$ cat src/rtl/quadrilatero_mem_arbiter.sv
// quadrilatero_mem_arbiter: round-robin arbiter sharing one wide OBI-style
// memory request port between NUM_REQ internal requesters. A choice that is
// presented but not granted is locked until granted. Granted requester IDs go
// into an in-order FIFO so each response beat is routed back to its issuer.
module quadrilatero_mem_arbiter #(
  parameter int unsigned NUM_REQ         = 2,
  parameter int unsigned BUS_WIDTH       = 128,  // matches quadrilatero's bus width
  parameter int unsigned MAX_OUTSTANDING = 4
) (
  input  logic                                  clk_i,
  input  logic                                  rst_ni,

  input  logic [NUM_REQ-1:0]                    req_i,
  input  logic [NUM_REQ-1:0]                    we_i,
  input  logic [NUM_REQ-1:0][BUS_WIDTH/8-1:0]   be_i,
  input  logic [NUM_REQ-1:0][31:0]              addr_i,
  input  logic [NUM_REQ-1:0][BUS_WIDTH-1:0]     wdata_i,
  output logic [NUM_REQ-1:0]                    gnt_o,
  output logic [NUM_REQ-1:0]                    rvalid_o,
  output logic [BUS_WIDTH-1:0]                  rdata_o,

  output logic                                  mem_req_o,
  output logic                                  mem_we_o,
  output logic [BUS_WIDTH/8-1:0]                mem_be_o,
  output logic [31:0]                           mem_addr_o,
  output logic [BUS_WIDTH-1:0]                  mem_wdata_o,
  input  logic                                  mem_gnt_i,
  input  logic                                  mem_rvalid_i,
  input  logic [BUS_WIDTH-1:0]                  mem_rdata_i,

  output logic                                  err_o
);

  localparam int unsigned IDX_W = (NUM_REQ > 1) ? $clog2(NUM_REQ) : 1;
  localparam int unsigned PTR_W = (MAX_OUTSTANDING > 1) ? $clog2(MAX_OUTSTANDING) : 1;
  localparam int unsigned CNT_W = $clog2(MAX_OUTSTANDING + 1);

  // Registered state
  logic [IDX_W-1:0] rr_ptr_q, rr_ptr_d;
  logic             lock_valid_q, lock_valid_d;
  logic [IDX_W-1:0] lock_idx_q, lock_idx_d;
  logic [PTR_W-1:0] wptr_q, wptr_d;
  logic [PTR_W-1:0] rptr_q, rptr_d;
  logic [CNT_W-1:0] count_q, count_d;
  logic             err_q, err_d;
  logic [IDX_W-1:0] fifo_q [MAX_OUTSTANDING];

  // Combinational decisions
  logic             rr_found;
  logic [IDX_W-1:0] rr_idx;
  logic             lock_drop;
  logic             choice_valid;
  logic [IDX_W-1:0] choice;
  logic             fifo_full;
  logic             push;
  logic             pop;
  logic             spurious_rsp;
  logic [IDX_W-1:0] head_id;

  // Round-robin search starting at rr_ptr_q, wrapping modulo NUM_REQ
  always_comb begin
    int unsigned pos;
    rr_found = 1'b0;
    rr_idx   = '0;
    pos      = 0;
    for (int unsigned k = 0; k < NUM_REQ; k++) begin
      pos = 32'(rr_ptr_q) + k;
      if (pos >= NUM_REQ) pos = pos - NUM_REQ;
      if (!rr_found && req_i[IDX_W'(pos)]) begin
        rr_found = 1'b1;
        rr_idx   = IDX_W'(pos);
      end
    end
  end

  // Final choice: a held lock overrides the round-robin search
  always_comb begin
    lock_drop    = lock_valid_q && !req_i[lock_idx_q];
    choice_valid = rr_found;
    choice       = rr_idx;
    if (lock_valid_q) begin
      choice_valid = !lock_drop;
      choice       = lock_idx_q;
    end
  end

  // Handshake qualifiers
  always_comb begin
    fifo_full    = (count_q == CNT_W'(MAX_OUTSTANDING));
    push         = choice_valid && !fifo_full && mem_gnt_i;
    pop          = mem_rvalid_i && (count_q != '0);
    spurious_rsp = mem_rvalid_i && (count_q == '0);
    head_id      = fifo_q[rptr_q];
  end

  // Downstream request mux and upstream grant/response steering
  always_comb begin
    mem_req_o   = 1'b0;
    mem_we_o    = 1'b0;
    mem_be_o    = '0;
    mem_addr_o  = '0;
    mem_wdata_o = '0;
    gnt_o       = '0;
    rvalid_o    = '0;
    rdata_o     = mem_rdata_i;
    if (choice_valid) begin
      mem_req_o   = !fifo_full;
      mem_we_o    = we_i[choice];
      mem_be_o    = be_i[choice];
      mem_addr_o  = addr_i[choice];
      mem_wdata_o = wdata_i[choice];
    end
    if (push) gnt_o[choice] = 1'b1;
    if (pop)  rvalid_o[head_id] = 1'b1;
  end

  assign err_o = err_q;

  // Next-state for pointer, lock, FIFO bookkeeping and error flag
  always_comb begin
    rr_ptr_d     = rr_ptr_q;
    lock_valid_d = lock_valid_q;
    lock_idx_d   = lock_idx_q;
    wptr_d       = wptr_q;
    rptr_d       = rptr_q;
    count_d      = count_q;
    err_d        = err_q;

    if (spurious_rsp || lock_drop) err_d = 1'b1;

    // Lock: released on grant or protocol violation, taken on a stalled request
    if (lock_drop || push) begin
      lock_valid_d = 1'b0;
    end else if (choice_valid && !fifo_full) begin
      lock_valid_d = 1'b1;
      lock_idx_d   = choice;
    end

    if (push) begin
      rr_ptr_d = (choice == IDX_W'(NUM_REQ - 1)) ? '0 : choice + IDX_W'(1);
      wptr_d   = (wptr_q == PTR_W'(MAX_OUTSTANDING - 1)) ? '0 : wptr_q + PTR_W'(1);
    end

    if (pop) begin
      rptr_d = (rptr_q == PTR_W'(MAX_OUTSTANDING - 1)) ? '0 : rptr_q + PTR_W'(1);
    end

    if (push && !pop) begin
      count_d = count_q + CNT_W'(1);
    end else if (pop && !push) begin
      count_d = count_q - CNT_W'(1);
    end
  end

  // Control state register with synchronous active-low reset
  always_ff @(posedge clk_i) begin
    if (!rst_ni) begin
      rr_ptr_q     <= '0;
      lock_valid_q <= 1'b0;
      lock_idx_q   <= '0;
      wptr_q       <= '0;
      rptr_q       <= '0;
      count_q      <= '0;
      err_q        <= 1'b0;
    end else begin
      rr_ptr_q     <= rr_ptr_d;
      lock_valid_q <= lock_valid_d;
      lock_idx_q   <= lock_idx_d;
      wptr_q       <= wptr_d;
      rptr_q       <= rptr_d;
      count_q      <= count_d;
      err_q        <= err_d;
    end
  end

  // ID FIFO storage; contents are only meaningful below count_q
  always_ff @(posedge clk_i) begin
    if (push) fifo_q[wptr_q] <= choice;
  end

endmodule

$ cat config.mk
export PLATFORM = sky130hd
export DESIGN_NAME = quadrilatero_mem_arbiter
export DESIGN_NICKNAME = d
export VERILOG_FILES = /design/src/rtl/quadrilatero_mem_arbiter.sv
export SDC_FILE = /design/constraint.sdc
export NUM_CORES = 1
export LEC_CHECK = 0
export CAP_MARGIN = 40
export CELL_PAD_IN_SITES_DETAIL_PLACEMENT = 0
export CELL_PAD_IN_SITES_GLOBAL_PLACEMENT = 1
export CORE_AREA = 10 10 301 303
export CTS_CLUSTER_SIZE = 28
export DETAILED_ROUTE_END_ITERATION = 8
export DIE_AREA = 0 0 311 313
export PLACE_DENSITY_LB_ADDON = 0.08
export SYNTH_ARGS = -nofsm -noshare
export SYNTH_HDL_FRONTEND = slang
export SYNTH_SLANG_ARGS = --single-unit
$ cat constraint.sdc
create_clock -name clk_i -period 6.3 [get_ports clk_i]
set_input_delay 1.26 -clock clk_i [delete_from_list [all_inputs] [get_ports clk_i]]
set_output_delay 1.26 -clock clk_i [all_outputs]
set_load 0.03 [all_outputs]
Word level (Yosys, flattened, before mapping) --
Memories as Yosys holds them, arrays and structs flattened. A register that Yosys moved wholly into a read port is not among the register bits. Cells that the tools add are included.
Storage, ports and cells: ROM bits 0, register bits after elaboration 11, bits in writable memories 4, logic and storage cells 95, memories 1, latch bits 0
Memories:
- fifo_q | depth 4, width 1, rd ports 1, clocked after Yosys merged registers in 1, wr ports 1, line 46 | logic [IDX_W-1:0] fifo_q [MAX_OUTSTANDING];
Cells by class: reduce and logical (&&, ||, !) cells 23, divide/modulo/power cells 0, add/subtract/negate cells 8, bitwise gates (word level) 2, $mul 0, mux-type cells 42, equal/unequal tests 3, $lt $le $gt $ge 9, shifts and indexed selects 0
Operators with widths (count):
- $mux 128 | 3
- $mux 32 | 3
- $mux 16 | 3
- $mux 1 | 23
- $mux 2 | 6
- $logic_and 1x1->1 | 10
- $lt 1x2->1 const B | 5
- $logic_not 1->1 | 6
- $mux 3 | 2
- $add 2x1->2 const B | 2
- $eq 2x2->1 const B | 2
- $add 3x1->3 const B | 1
- $eq 3x3->1 const B | 1
- $logic_not 3->1 | 1
- $reduce_bool 3->1 | 1
- $sub 3x1->3 const B | 1
- $add 1x1->2 const B | 1
- $demux 1 s1 | 2
- $ge 1x1->1 const B | 2
- $ge 1x2->1 const B | 1
- $ge 2x2->1 const B | 1
- $logic_or 1x1->1 | 2
- $not 1->1 | 2
- $reduce_and 2->1 | 1
- 4 further kinds | 5

Logic depth before layout (Yosys ltp) --
depth after elaboration 15, depth in mapped cells 11

Worst setup path after synthesis --
No wires, ideal clock.
path type input -> output, start in req_i[0], end out mem_addr_o[23], arrival 2.621 ns, slack 2.419 ns, required time 5.040 ns, stages 8, cell sequence nor2b_1 o21a_1 buf_2 inv_2 buf_6 buf_6 nand2_1 a21oi_1
On the way: word-level cells in the longest chain between the ends 10
RTL lines:
- start, declared | line 13 | input logic [NUM_REQ-1:0] req_i,
- $mux 1 (implied by the code) (2 in series) | line 69 | if (!rr_found && req_i[IDX_W'(pos)]) begin
- $mux 1 | line 69
- $logic_not 1->1 | line 69
- $logic_and 1x1->1 | line 69
- $mux 1 | line 69
- $mux 1 | line 81 | if (lock_valid_q) begin
- $mux 32 (implied by the code) (2 in series) | line 110 | mem_addr_o = addr_i[choice];
- $mux 32 (*) | line 106 | if (choice_valid) begin
- end, declared | line 25 | output logic [31:0] mem_addr_o,
Every way passes the cells marked *; elsewhere a longest branch is shown, timed or not. The select of a mux whose other input is x is not followed.

Worst setup path in the final report --
start in req_i[1], end out mem_wdata_o[87]
On the way: word-level cells in the longest chain between the ends 10
RTL lines:
- $mux 1 (implied by the code) (2 in series) | line 69
- $mux 1 | line 69
- $logic_not 1->1 | line 69
- $logic_and 1x1->1 | line 69
- $mux 1 | line 69
- $mux 1 | line 81
- $mux 128 (implied by the code) (2 in series) | line 111 | mem_wdata_o = wdata_i[choice];
- $mux 128 (*) | line 106
- end, declared | line 26 | output logic [BUS_WIDTH-1:0] mem_wdata_o,
Marks and branches as above.

==> metrics.md <==
| Metric | Value |
|---|---|
| Gr ovfl total | 0 |
| Clock Power Share | 0.061 |
| Sink Count | 17 |
| Worst slew pin tran | 0.7806 ns |
| Max-slew headroom | 0.4751 |
| GRT Overall Usage | 0.08099 |
| Mapped Nets | 1298 |
| Initial DRC Count | 284 |
| Register-to-Register Path Depth | 11 |
| #FFs+latches synth | 17 |
| Per-cell routed wire length | 18.33 um |
| H-tree Lvls | 1 |
| Sequential share of the synthesized area | 0.08661 |
| Via count | 6572 |
| Static leakage | 3.648 nW |
| Crit share post-route | 0.8608 |
| Synth-to-Final Area Change | 132.4% |
| Reg clk slew, reported paths | 0.06 ns |
| Synth Area per Inst | 5.469 sq um |
| Via density | 2.834 |
| Crit path launch type | primary input |
| Pre-antenna DRT Iters | 4 |
| Starting Density | 0.05190 |
| CP bufs+invs | 3 |
| Worst path max stage delay | 0.76 ns |
| Crit-path cells | clkdlybuf4s50_1 -> mux2_2 -> nand2b_1 -> nand2_8 -> buf_4 -> a21oi_1 -> clkdlybuf4s50_1 |
| Max IR drop VDD | 0.08439 mV |
| Clk root buf | clkbuf_16 |
| Layout cell share with drive strength beyond 1 | 0.02129 |
| First-pass GRT wire length | 57480 um |
| PD cells | 210.4 nW/um^2 |
| Quantity of I/O buffers inserted on ports | 542 |
| Chip Width | 311 um |
| Post-CTS resize count | 0 |
| Worst EP required | 5.04 ns |
| Hold path startpoint | rr_ptr_q |
| Worst r2r dst | count_q[2] |
| Nets | 1670 |
| Slowest CP cell | clkdlybuf4s50_1 |
| Critical path type | in -> out |
| Crit path depth | 7 |
| Hold Crit Endpoint | rr_ptr_q |
| Crit path time final | 5.423 ns |
| Psw | 1.159 mW |
| Overall Power | 2.148 mW |
| Most used cell, CP | clkdlybuf4s50_1 |
| Filler cell count | 9940 |
| Antenna violations before repair | 9 |
| Synth Cell Area | 4392 sq um |
| Core Util, Final | 0.1207 |
| P_int | 989.0 uW |
| CTS tree | done |
| Placer Congestion | 0.7198 |
| Gate Count Post-Synth | 803 |
| Skew-Pair Late Insertion Delay | 0.25 ns |
| Clock Skew | 0.001314 ns |
| Distinct cells, synth | 34 |
| Largest net degree at the start of global routing | 60 |
| Register-to-register setup slack | 3.59 ns |
| Setup TNS | 0 ns |
| Fmax | 184.4 MHz |
| Combinational share of power | 0.865 |
| Min-Delay Path Class | reg -> reg |
| Worst endpoint data arrival time | 4.16 ns |
| # rows | 107 |
| Crit end category | primary output |
| Dpl hpwl | 35340 um |
| Total CTS buffers | 3 |
| Drt drc | 0 |
| Top delay family on crit path | buffers and inverters |
| Die Y | 313 um |
| WHS Path Cells | 2 |
| Crit path max fanout | 59 |
| Sw frac | 0.5395 |
| Hold Vio Cnt, Final | 0 |
| Setup Buffers After CTS | 0 |
| RSZ-0062 raised after global routing | false |
| Syn. warnings | 0 |
| Die area | 97340 sq um |
| Slew Viols, Final | 0 |
| Sequential share of power | 0.074 |
| Core area | 84610 sq um |
| Antenna viol nets, final | 0 |
| IO Pins | 799 |
| Drt total wl | 42510 um |
| Final setup fails | 0 |
| Clock Path Buffers | 2 |
| Reg-to-Reg Start | count_q[0] |
| # hold bufs at CTS | 0 |
| Number of global-route vias before repair | 7108 |
| Status | finished, final reports clean |
| Max-cap violations | 0 |
[power groups by stage]
stage                     logic [mW]  clock network (mW)  registers, mW
after floorplan                 1.12                   0          0.161
after global placement          1.94                   0          0.164
after detailed placement        1.92                   0          0.163
after CTS                       1.93               0.138          0.160
after global routing            2.01               0.142          0.165
final                           1.86               0.131          0.159
[final cells by class]
type,count,area [sq um],area share
Clock inverter,1,5.005,0.0004903
Tap cell,1144,1431,0.1402
Antenna cell,1,2.502,0.0002451
Inverter,10,42.54,0.004167
Sequential cell,17,380.4,0.03726
Multi-Input combinational cell,588,2651,0.2597
Clock buffer,3,75.07,0.007354
Timing Repair Buffer,555,5620,0.5506
[kinds of logic (layout without fill, tap and decap cells)]
kind of cell | after synthesis | in the layout | synth area share
fa+ha+maj | 7 | 7 | 0.02165
mux | 4 | 4 | 0.01225
simple gates | 381 | 381 | 0.3348
buf+inv | 198 | 569 | 0.3145
compound gates | 194 | 194 | 0.2262
other cells | 0 | 1 | 0
xor+xnor | 2 | 2 | 0.003989
flops | 17 | 17 | 0.08661
[stage by stage]
step           instances  area (sq um)  hold slack [ns]  worst slack, ns
6_report            2319         10210           0.4962           0.8769
3_3_place_gp        2314         10130           0.5039           0.7381
3_5_place_dp        2314         10130           0.4984           0.7759
5_1_grt             2319         10210           0.5462           0.7599
2_1_floorplan        803          4392           0.4545            2.419
4_1_cts             2318         10210           0.5070           0.7645
[per-layer routing]
metal  vias to the layer above  GRT usage  wire length (um)
li1                       3182          -                 -
met1                      2891    0.08243             15410
met2                       413     0.1455             21110
met3                        76    0.04192              5026
met4                        10    0.01902               913
met5                         -          0                53
[layout by cell type (no fill, tap or decap), drive strengths merged, types with 3 or more instances in the layout]
master and n:
edfxtp 4, dfxtp 13, o21ai 3, nor2 7
inv 9, clkbuf 3, nand2 358, clkdlybuf4s50 541
a21oi 185, ha 6, buf 14, and3 4
[worst register-to-register path: stages (launching register included)]
cell and delay, ns:
dfxtp_1 0.42, or3b_1 0.24, o211ai_2 0.14, inv_1 0.29, nand2_1 0.12, inv_1 0.16
ha_1 0.22, inv_1 0.07, fa_1 0.37, xor2_1 0.18, or3_1 0.31, a21oi_1 0.14
[worst max path at each step]
| stage | to | start | slack [ns] |
|---|---|---|---|
| 6_report | mem_wdata_o[87] | req_i[1] | 0.88 |
| 5_1_grt | mem_wdata_o[87] | req_i[0] | 0.76 |
| 4_1_cts | mem_wdata_o[87] | req_i[1] | 0.76 |
| 3_5_place_dp | mem_wdata_o[87] | req_i[1] | 0.78 |
| 3_3_place_gp | mem_wdata_o[87] | req_i[0] | 0.74 |
| 2_1_floorplan | mem_addr_o[23] | req_i[0] | 2.42 |
[Yosys cell counts]
| master | n | area (sq um) |
|---|---|---|
| nand2_1 | 357 | 1340 |
| and3_1 | 4 | 25.02 |
| or3_1 | 1 | 6.260 |
| nand2_2 | 1 | 6.260 |
| a21oi_1 | 185 | 925.9 |
| inv_2 | 1 | 3.750 |
| dfxtp_1 | 13 | 260.3 |
| mux2i_1 | 2 | 20.02 |
| nor3_1 | 2 | 10.01 |
| o21ai_0 | 3 | 15.01 |
| buf_2 | 36 | 180.2 |
| or2_2 | 1 | 6.260 |
| clkinv_1 | 1 | 3.750 |
| buf_6 | 14 | 157.7 |
| nor2_1 | 7 | 26.28 |
| buf_4 | 130 | 975.9 |
| mux2_2 | 1 | 11.26 |
| nand4_1 | 1 | 6.260 |
| fa_1 | 1 | 20.02 |
| xor2_1 | 2 | 17.52 |
| o21a_1 | 1 | 7.510 |
| nand2b_1 | 2 | 12.51 |
| nand3_1 | 2 | 10.01 |
| inv_1 | 8 | 30.03 |
| ha_1 | 6 | 75.07 |
| or3b_1 | 1 | 8.760 |
| nor2b_1 | 2 | 12.51 |
| o211ai_2 | 1 | 12.51 |
| edfxtp_1 | 4 | 120.1 |
| buf_1 | 1 | 3.750 |
| clkbuf_1 | 7 | 26.28 |
| mux4_2 | 1 | 22.52 |
| o31ai_1 | 2 | 15.01 |
| a311oi_1 | 2 | 17.52 |
Power figures use the tool's default switching activity.
